File: src/rtl/uart_word_framer.sv
// Word-to-byte framer feeding a UART transmitter: FIFO-buffered 16-bit words go out as SYNC, HI, LO frames.
// Define UART_WORD_FRAMER_CHECKSUM_EN to append a fourth XOR checksum byte to every frame.
module uart_word_framer #(
    parameter logic [7:0] SYNC_BYTE  = 8'h80,
    parameter int         FIFO_DEPTH = 4
) (
    input  logic        clk,
    input  logic        rst,
    input  logic [15:0] word_in,
    input  logic        word_valid,
    output logic        word_ready,
    output logic [7:0]  tx_byte,
    output logic        transmit,
    input  logic        is_transmitting,
    output logic        busy,
    output logic [7:0]  frames_sent
);
    localparam int PTR_W = $clog2(FIFO_DEPTH);
    localparam int CNT_W = PTR_W + 1;

`ifdef UART_WORD_FRAMER_CHECKSUM_EN
    localparam logic [1:0] LAST_IDX = 2'd3;

    function automatic logic [7:0] frame_checksum(input logic [15:0] w);
        return SYNC_BYTE ^ w[15:8] ^ w[7:0];
    endfunction
`else
    localparam logic [1:0] LAST_IDX = 2'd2;
`endif

    function automatic logic [7:0] frame_byte(input logic [1:0] idx, input logic [15:0] w);
        logic [7:0] b;
        case (idx)
            2'd0:    b = SYNC_BYTE;
            2'd1:    b = w[15:8];
            2'd2:    b = w[7:0];
`ifdef UART_WORD_FRAMER_CHECKSUM_EN
            2'd3:    b = frame_checksum(w);
`endif
            default: b = 8'h00;
        endcase
        return b;
    endfunction

    typedef enum logic [2:0] {IDLE, LOAD, SEND, WAIT_BUSY, WAIT_DONE, NEXT} state_t;

    state_t            state_r, next_state_s;
    logic [15:0]       mem_r [FIFO_DEPTH];
    logic [PTR_W-1:0]  wr_ptr_r, rd_ptr_r;
    logic [CNT_W-1:0]  count_r, count_next_s;
    logic              push_s, pop_s, frame_done_s;
    logic [15:0]       word_r, word_next_s;
    logic [1:0]        idx_r, idx_next_s;
    logic [7:0]        tx_byte_r;
    logic              transmit_r, busy_r;
    logic [7:0]        frames_r;

    assign word_ready  = (count_r != CNT_W'(FIFO_DEPTH));
    assign push_s      = word_valid && word_ready;
    assign tx_byte     = tx_byte_r;
    assign transmit    = transmit_r;
    assign busy        = busy_r;
    assign frames_sent = frames_r;

    // FIFO occupancy after this cycle's push/pop
    always_comb begin
        count_next_s = count_r;
        case ({push_s, pop_s})
            2'b10:   count_next_s = count_r + CNT_W'(1);
            2'b01:   count_next_s = count_r - CNT_W'(1);
            default: count_next_s = count_r;
        endcase
    end

    // Framing FSM next state; LOAD is only reachable with a non-empty FIFO
    always_comb begin
        next_state_s = state_r;
        idx_next_s   = idx_r;
        word_next_s  = word_r;
        pop_s        = 1'b0;
        frame_done_s = 1'b0;
        case (state_r)
            IDLE: begin
                if (count_r != {CNT_W{1'b0}}) next_state_s = LOAD;
                else                          next_state_s = IDLE;
            end
            LOAD: begin
                pop_s        = 1'b1;
                word_next_s  = mem_r[rd_ptr_r];
                idx_next_s   = 2'd0;
                next_state_s = SEND;
            end
            SEND: next_state_s = WAIT_BUSY;
            WAIT_BUSY: begin
                if (is_transmitting) next_state_s = WAIT_DONE;
                else                 next_state_s = WAIT_BUSY;
            end
            WAIT_DONE: begin
                if (!is_transmitting) next_state_s = NEXT;
                else                  next_state_s = WAIT_DONE;
            end
            NEXT: begin
                if (idx_r == LAST_IDX) begin
                    frame_done_s = 1'b1;
                    if (count_r != {CNT_W{1'b0}}) next_state_s = LOAD;
                    else                          next_state_s = IDLE;
                end else begin
                    idx_next_s   = idx_r + 2'd1;
                    next_state_s = SEND;
                end
            end
            default: next_state_s = IDLE;
        endcase
    end

    // FIFO storage; contents need no reset because count gates every read
    always_ff @(posedge clk) begin
        if (push_s) mem_r[wr_ptr_r] <= word_in;
    end

    // State, FIFO pointers and registered outputs; transmit/tx_byte load on entry to SEND
    always_ff @(posedge clk) begin
        if (rst) begin
            state_r    <= IDLE;
            wr_ptr_r   <= {PTR_W{1'b0}};
            rd_ptr_r   <= {PTR_W{1'b0}};
            count_r    <= {CNT_W{1'b0}};
            word_r     <= 16'h0000;
            idx_r      <= 2'd0;
            tx_byte_r  <= 8'h00;
            transmit_r <= 1'b0;
            busy_r     <= 1'b0;
            frames_r   <= 8'h00;
        end else begin
            state_r    <= next_state_s;
            count_r    <= count_next_s;
            word_r     <= word_next_s;
            idx_r      <= idx_next_s;
            transmit_r <= (next_state_s == SEND);
            busy_r     <= (next_state_s != IDLE) || (count_next_s != {CNT_W{1'b0}});
            if (push_s)                wr_ptr_r  <= wr_ptr_r + PTR_W'(1);
            if (pop_s)                 rd_ptr_r  <= rd_ptr_r + PTR_W'(1);
            if (next_state_s == SEND)  tx_byte_r <= frame_byte(idx_next_s, word_next_s);
            if (frame_done_s)          frames_r  <= frames_r + 8'd1;
        end
    end
endmodule

File: config.mk
export PLATFORM = sky130hd
export DESIGN_NAME = uart_word_framer
export DESIGN_NICKNAME = d
export VERILOG_FILES = /design/src/rtl/uart_word_framer.sv
export SDC_FILE = /design/constraint.sdc
export NUM_CORES = 1
export LEC_CHECK = 0
export ABC_AREA = 1
export BUFFER_PORTS_ARGS = -buffer_cell sky130_fd_sc_hd__buf_2
export CORE_MARGIN = 2
export CORE_UTILIZATION = 40
export CTS_CLUSTER_SIZE = 12
export DETAILED_ROUTE_END_ITERATION = 7
export PLACE_DENSITY = 0.55
export SLEW_MARGIN = 10
export SYNTH_ARGS = -nofsm -noshare
export SYNTH_HDL_FRONTEND = slang
export SYNTH_SLANG_ARGS = --single-unit
File: constraint.sdc
create_clock -name clk -period 2.9 [get_ports clk]
set_input_delay 0.29 -clock clk [delete_from_list [all_inputs] [get_ports clk]]
set_output_delay 0.29 -clock clk [all_outputs]
set_load 0.02 [all_outputs]
==> impl_metrics.env, run 1 <==
export IMPL_place_area_um2=5134
export IMPL_drtIter0Drc=194
export IMPL_die_width_um=113.3
export IMPL_cp_arrival_ns=2.40
export IMPL_path_buf_inv=1
export IMPL_synth_top_cells_by_area="edfxtp_1, dfxtp_1, nand2_1"
export IMPL_drc=0
export IMPL_worstSetupEndpointType="register"
export IMPL_grt_overflow=0
export IMPL_via_per_inst=4.596
export IMPL_hold_buffers=0
export IMPL_finalHoldViolCount=0
export IMPL_synth_nets=570
export IMPL_synth_area_leader_cell="edfxtp_1"
export IMPL_final_setup_viol_count=0
export IMPL_clkPwrFrac_pct=26.4
export IMPL_switching_share_pct=33.88
export IMPL_grt_pass1_vias=3161
export IMPL_post_cts_resized=0
export IMPL_worstPathRequired_ns=3.12
export IMPL_ys_seq_elements=112
export IMPL_ys_types=31
export IMPL_layout_drive_gt1_share_pct=13.97
export IMPL_start_kind="register"
export IMPL_clock_root_buffer="clkbuf_16"
export IMPL_cp_cell_sequence="inv_1, nand3_1, nand2_1, ha_1, fa_1, o21ai_0, nand2_1, nor3_1, a31oi_1"
export IMPL_start_util_pct=41.49
export IMPL_place_ws_ns=0.7013
export IMPL_clock_sinks=112
export IMPL_dp_cells=714
export IMPL_critical_path_class="reg2reg"
export IMPL_portBuffers=38
export IMPL_grt_util_all_layers_pct=15.36
export IMPL_postCtsSetupBuffers=0
export IMPL_cts_htree_levels=3
export IMPL_pwr_density_cell_nw_per_um2=854.9
export IMPL_share_comb_of_total_power_pct=30.0
export IMPL_outcome="complete, no violations"
export IMPL_grt_pass1_wl_um=15440
export IMPL_yosysSeqAreaShare_pct=60.33
export IMPL_seq_power_share_pct=43.6
export IMPL_die_h_um=113.3
export IMPL_clk_path_buf_depth=2
export IMPL_avgSynthCellArea_um2=8.832
export IMPL_p_int_mw=3.070
export IMPL_nNetsFinal=611
export IMPL_dieArea_um2=12840
export IMPL_area_delta_synth_final_pct=13.67
export IMPL_ioPinCount=39
export IMPL_antennaDiodeCount=0
export IMPL_switchingPower_mw=1.573
export IMPL_hp_class="in2reg"
export IMPL_dp_hpwl_um=5957
export IMPL_cap_violations=0
export IMPL_maxSlewHeadroom_pct=52.49
export IMPL_cpPeakStageDelay_ns=0.43
export IMPL_fin_ws_ns=0.7134
export IMPL_fin_hold_ws_ns=0.1535
export IMPL_gp_congestion=0.7654
export IMPL_synth_cells=541
export IMPL_synth_area_um2=4778
export IMPL_max_freq_ghz=0.4573
export IMPL_fin_tns_setup_ns=0
export IMPL_antenna_found_initial=0
export IMPL_yosysWarnings=0
export IMPL_post_route_min_period_ns=2.187
export IMPL_cts_tree="built"
export IMPL_final_area_um2=5431
export IMPL_worst_slew_pin_transition_ns=0.7119
export IMPL_power_mw=4.643
export IMPL_finalMaxSlewViolations=0
export IMPL_wire_per_inst_um=12.46
export IMPL_cpMaxStageDelayCell="fa_1"
export IMPL_finalClockSkew_ns=0.006439
export IMPL_drtAntennaViolNets=0
export IMPL_crit_top_cell="nand2_1"
export IMPL_rsz0062_at_grt="no"
export IMPL_core_area_um2=11520
export IMPL_post_route_period_util_pct=75.40
export IMPL_cts_inserted_buffers=9
export IMPL_vias=3355
export IMPL_ir_worst_vdd_v=0.0004898
export IMPL_drt_pass1_iter_count=4
export IMPL_rows=39
export IMPL_grt_max_degree=45
export IMPL_worstSkewPairLatency_ns=0.34
export IMPL_routed_wl_um=9095
export IMPL_critical_path_top_delay_family="adder cells"
export IMPL_synth_top_cell_area_share_pct=40.22
export IMPL_p_leak_nw=2.377
export IMPL_final_util_pct=47.16
export IMPL_crit_fanout=9
export IMPL_path_clk_slew_ns=0.07
export IMPL_instances_no_fill=730
metal layers:
metal	GRT usage [%]	up-vias	part of all wire, %
met2	25.15	46	46
met4	4.959	0	1.2
li1	-	1784	-
met1	20.15	1516	50
met5	0	-	0
met3	3.749	9	2.9
kinds of logic (layout without fill, tap and decap cells):
logic type	Yosys count	in the layout	share of synthesized area [%]
AND/OR/NAND/NOR	297	297	26.00
flip-flops	112	112	60.33
buffers and inverters	86	132	6.965
AO/OA/AOI/OAI	35	35	3.823
adder cells (fa/ha/maj)	9	9	2.514
XOR/XNOR	2	2	0.3667
layout make-up:
class                           instances  area [um^2]
Timing Repair Buffer                   45        242.7
Tap cell                              143        178.9
Clock buffer                           10        229.0
Multi-Input combinational cell        343         1563
Inverter                               71        266.5
Fill cell                            1131         6085
Clock inverter                          6        68.82
Sequential cell                       112         2883
sequential cells by signal (all words and copies together), names as in the netlist, named ones only:
| register | flops |
|---|---|
| tx_byte | 8 |
| idx_r | 2 |
| transmit | 1 |
| count_r | 3 |
| state_r | 3 |
| frames_sent | 8 |
| busy | 1 |
| word_r | 16 |
| wr_ptr_r | 2 |
| mem_r | 64 |
| rd_ptr_r | 2 |
worst reg2reg max path: cells and delay by family (launching register included):
family          cells  cell delay (ns)
fa+ha+maj           2             0.73
compound gates      2             0.32
buf+inv             1             0.08
simple gates        4             0.54
flops               1             0.40
cells in the mapped netlist (all sizes together):
master  count
nand3      37
clkinv      1
dfxtp      48
edfxtp     64
nor3b       2
a21oi      20
clkbuf      4
a31oi       2
nor2       67
or2         9
o21bai      1
o21a        1
inv        70
buf        11
ha          8
nand2     177
nor3        3
fa          1
o21ai      11
nand4       2
xor2        2
power groups by stage:
stage / Combinational (mW) / Clock (mW) / Sequential, mW
2_1_floorplan: 1.03 / 0 / 2.09
3_3_place_gp: 1.39 / 0 / 2.05
3_5_place_dp: 1.41 / 0 / 2.06
4_1_cts: 1.42 / 1.27 / 2.02
5_1_grt: 1.62 / 1.33 / 2.05
6_report: 1.39 / 1.23 / 2.02
layout by cell type, fill, tap and decap left out, drive strengths merged:
master  count
nand3      37
nor3        3
buf        45
o21a        1
nand4       2
nor2       67
o21bai      1
nand2     177
dfxtp      48
o21ai      11
fa          1
edfxtp     64
a31oi       2
nor3b       2
inv        71
clkinv      5
clkbuf     10
or2         9
xor2        2
ha          8
bufinv      1
a21oi      20
path summary, 6_finish.rpt:
check                            startpoint      endpoint  slack, ns  depth (start not counted)
worst min register to register    word_r[5]     word_r[5]       0.47                          2
worst max register to register   count_r[0]          busy       0.71                          9
worst max-delay path             count_r[0]          busy       0.71                          9
worst min-delay path            word_in[11]  mem_r[2][11]       0.15                          1
Note: power is estimated with default switching activity, not from simulation.
==> inputs of run 2 (changes only) <==
--- a/config.mk
+++ b/config.mk
@@ -5,7 +5,7 @@
 export SDC_FILE = /design/constraint.sdc
 export NUM_CORES = 1
 export LEC_CHECK = 0
-export ABC_AREA = 1
+export ABC_AREA = 0
 export BUFFER_PORTS_ARGS = -buffer_cell sky130_fd_sc_hd__buf_2
 export CORE_MARGIN = 2
 export CORE_UTILIZATION = 40
==> constraint.sdc (replaced) <==
create_clock -name clk -period 2.08 [get_ports clk]
set_input_delay 0.208 -clock clk [delete_from_list [all_inputs] [get_ports clk]]
set_output_delay 0.208 -clock clk [all_outputs]
set_load 0.02 [all_outputs]
==> run 2 against run 1 <==
  * Maximum frequency up 14%
  * Die area down 6.9%
  * Clock power down 6%
  * Combinational power up 36%
  * Largest power group unchanged
==> impl_metrics.env, run 2 <==
export IMPL_cts_htree_levels=3
export IMPL_cp_arrival_ns=2.18
export IMPL_clkPwrFrac_pct=19.7
export IMPL_dieArea_um2=11940
export IMPL_cap_violations=0
export IMPL_fin_hold_ws_ns=0.03441
export IMPL_largest_registers="mem_r (64), word_r (16)"
export IMPL_cts_tree="built"
export IMPL_synth_top_cell_area_share_pct=43.34
export IMPL_share_comb_of_total_power_pct=32.2
export IMPL_path_clk_slew_ns=0.10
export IMPL_synth_area_leader_cell="edfxtp_1"
export IMPL_multi_input_area_um2=1431
export IMPL_worstSetupEndpointType="register"
export IMPL_ys_seq_elements=112
export IMPL_post_route_period_util_pct=92.58
export IMPL_layout_drive_gt1_share_pct=28.02
export IMPL_n_fill_cell=990
export IMPL_drt_pass1_iter_count=4
export IMPL_synth_top_cells_by_area="edfxtp_1, dfxtp_1, mux4_2"
export IMPL_synth_cells=306
export IMPL_die_h_um=109.3
export IMPL_drtAntennaViolNets=0
export IMPL_p_int_mw=4.023
export IMPL_hp_class="in2reg"
export IMPL_mostFrequentLayoutCells="edfxtp_1, nor2_1, dfxtp_1, buf_2"
export IMPL_post_synth_top_count_cell="edfxtp_1"
export IMPL_max_freq_ghz=0.5193
export IMPL_clock_root_buffer="clkbuf_8"
export IMPL_critical_path_top_delay_family="adder cells"
export IMPL_drc=0
export IMPL_switchingPower_mw=1.856
export IMPL_start_util_pct=40.90
export IMPL_finalHoldViolCount=0
export IMPL_cpMaxStageDelayCell="fa_1"
export IMPL_yosysSeqAreaShare_pct=65.01
export IMPL_hold_end="mem_r[2][9]"
export IMPL_maxSlewHeadroom_pct=68.73
export IMPL_largest_reg_flops=64
export IMPL_path_buf_inv=1
export IMPL_synth_top_family_by_area="multiplexers"
export IMPL_cpPeakStageDelay_ns=0.43
export IMPL_cp_num_cells=9
export IMPL_worstSkewPairLatency_ns=0.38
export IMPL_antennaDiodeCount=0
export IMPL_grt_max_degree=27
export IMPL_die_width_um=109.3
export IMPL_regMostFlops="mem_r"
export IMPL_clk_path_buf_depth=2
export IMPL_yosysWarnings=0
export IMPL_core_area_um2=10840
export IMPL_fin_tns_setup_ns=0
export IMPL_pwr_density_cell_nw_per_um2=1163
export IMPL_r2r_setup_slack_ns=0.15
export IMPL_wire_per_inst_um=16.00
export IMPL_outcome="complete, no violations"
export IMPL_synth_area_um2=4434
export IMPL_synth_compound_area_share_pct=3.584
export IMPL_antenna_found_initial=0
export IMPL_gp_congestion=0.7638
export IMPL_min_from="word_in[9]"
export IMPL_grt_util_all_layers_pct=14.91
export IMPL_worstPathRequired_ns=2.33
export IMPL_area_delta_synth_final_pct=14.02
export IMPL_via_per_inst=4.931
export IMPL_r2r_end="busy"
export IMPL_post_route_min_period_ns=1.926
export IMPL_synthMuxAreaShare_pct=12.70
export IMPL_seq_power_share_pct=48.2
export IMPL_synth_edf_count=64
export IMPL_portBuffers=38
export IMPL_ys_types=37
export IMPL_rr_startpoint="state_r[1]"
export IMPL_vias=2485
export IMPL_dp_hpwl_um=5225
export IMPL_critPathLaunch="state_r[1]"
export IMPL_cp_cell_sequence="nand2b_4, or2_4, inv_12, ha_4, fa_1, nor2_1, a22oi_1, a211oi_1, a31oi_1"
export IMPL_grt_pass1_vias=2428
export IMPL_grt_pass1_wl_um=12910
export IMPL_avgSynthCellArea_um2=14.49
export IMPL_holdPathStages=1
export IMPL_synthAdderAreaFrac_pct=2.709
export IMPL_grt_overflow=0
export IMPL_p_leak_nw=1.832
export IMPL_worst_slew_pin_transition_ns=0.4691
export IMPL_synth_xor_area_share_pct=2.568
export IMPL_postCtsSetupBuffers=0
export IMPL_finalMaxSlewViolations=0
export IMPL_final_setup_viol_count=0
export IMPL_worst_r2r_path_depth=9
export IMPL_synth_nets=335
export IMPL_start_kind="register"
export IMPL_place_area_um2=4885
export IMPL_regArea_um2=2885
export IMPL_ys_async_sr_fraction_pct=0
export IMPL_crit_fanout=2
export IMPL_critical_path_class="reg2reg"
export IMPL_synthTopCellsByCount="edfxtp_1, dfxtp_1, nor2_1"
export IMPL_final_area_um2=5056
export IMPL_clock_sinks=112
export IMPL_synth_top_flop_cell="edfxtp_1"
export IMPL_finalClockSkew_ns=0.01643
export IMPL_routed_wl_um=8065
export IMPL_drtIter0Drc=131
export IMPL_switching_share_pct=31.57
export IMPL_layout_cells_most_common="edfxtp_1"
export IMPL_nNetsFinal=388
export IMPL_rows=38
export IMPL_ioPinCount=39
export IMPL_cts_inserted_buffers=9
export IMPL_rsz0062_at_grt="no"
export IMPL_ir_worst_vdd_v=0.0005971
export IMPL_synth_simple_area_share_pct=10.38
run 2: cell types whose count changed after synthesis, moves of 9 or more:
cell | previous run | this run
nand2_1 | 175 | 16
nor2_1 | 62 | 48
inv_2 | 9 | 0
mux2i_1 | 0 | 18
a21oi_1 | 20 | 8
inv_1 | 61 | 4
mux4_2 | 0 | 16
nand3_1 | 35 | 1
run 2: how the worst max path moves through the flow:
stage	endpoint
after CTS	busy
after global routing	busy
after global placement	busy
after floorplan	busy
final	busy
after detailed placement	busy
run 2: area by class of cell:
| type | instances | share of cell area, % |
|---|---|---|
| Timing Repair Buffer | 58 | 7.226 |
| Multi-Input combinational cell | 173 | 28.31 |
| Clock inverter | 4 | 0.6434 |
| Inverter | 5 | 0.6187 |
| Clock buffer | 12 | 2.673 |
| Tap cell | 140 | 3.464 |
| Sequential cell | 112 | 57.07 |
run 2: logic make-up (layout without fill, tap and decap cells):
group	Yosys count	after routing
and+or+nand+nor	91	91
xor gates and xnor gates	13	13
DFF	112	112
adders and majority gates	9	9
muxes	36	36
buffers and inverters	21	79
AOI/OAI and AO/OA	24	24
run 2: metal layers:
metal / part of all wire [%] / routed length (um) / GRT usage, % / vias to the layer above
li1: - / - / - / 1218
met5: 0 / 0 / 0 / -
met2: 46 / 3712 / 22.72 / 33
met3: 2.9 / 231 / 3.023 / 13
met4: 2.1 / 167 / 7.324 / 0
met1: 49 / 3953 / 20.44 / 1221
run 2: through the flow:
stage	power (mW)	setup slack, ns	instances	utilization [%]
global route	6.265	0.003190	504	46.64
floorplan	4.314	-0.1571	306	-
detailed placement	4.792	0.08528	488	45.06
CTS	5.957	0.06339	504	46.61
global placement	4.762	0.1211	488	45.06
finish	5.878	0.1543	504	46.64
run 2: power groups by stage:
stage                     Clock, mW  Combinational, mW  Sequential, mW
after floorplan                   0               1.38            2.93
after global placement            0               1.88            2.88
after detailed placement          0               1.91            2.89
after CTS                      1.20               1.92            2.84
after global routing           1.29               2.10            2.87
final                          1.16               1.89            2.83
run 2: repair_timing:
action | 4_1_cts | 5_1_grt
resized for setup | 0 | 2
setup endpoints to repair | 0 | 1
hold buffers | 0 | 0
endpoints found under the hold margin | 0 | 0
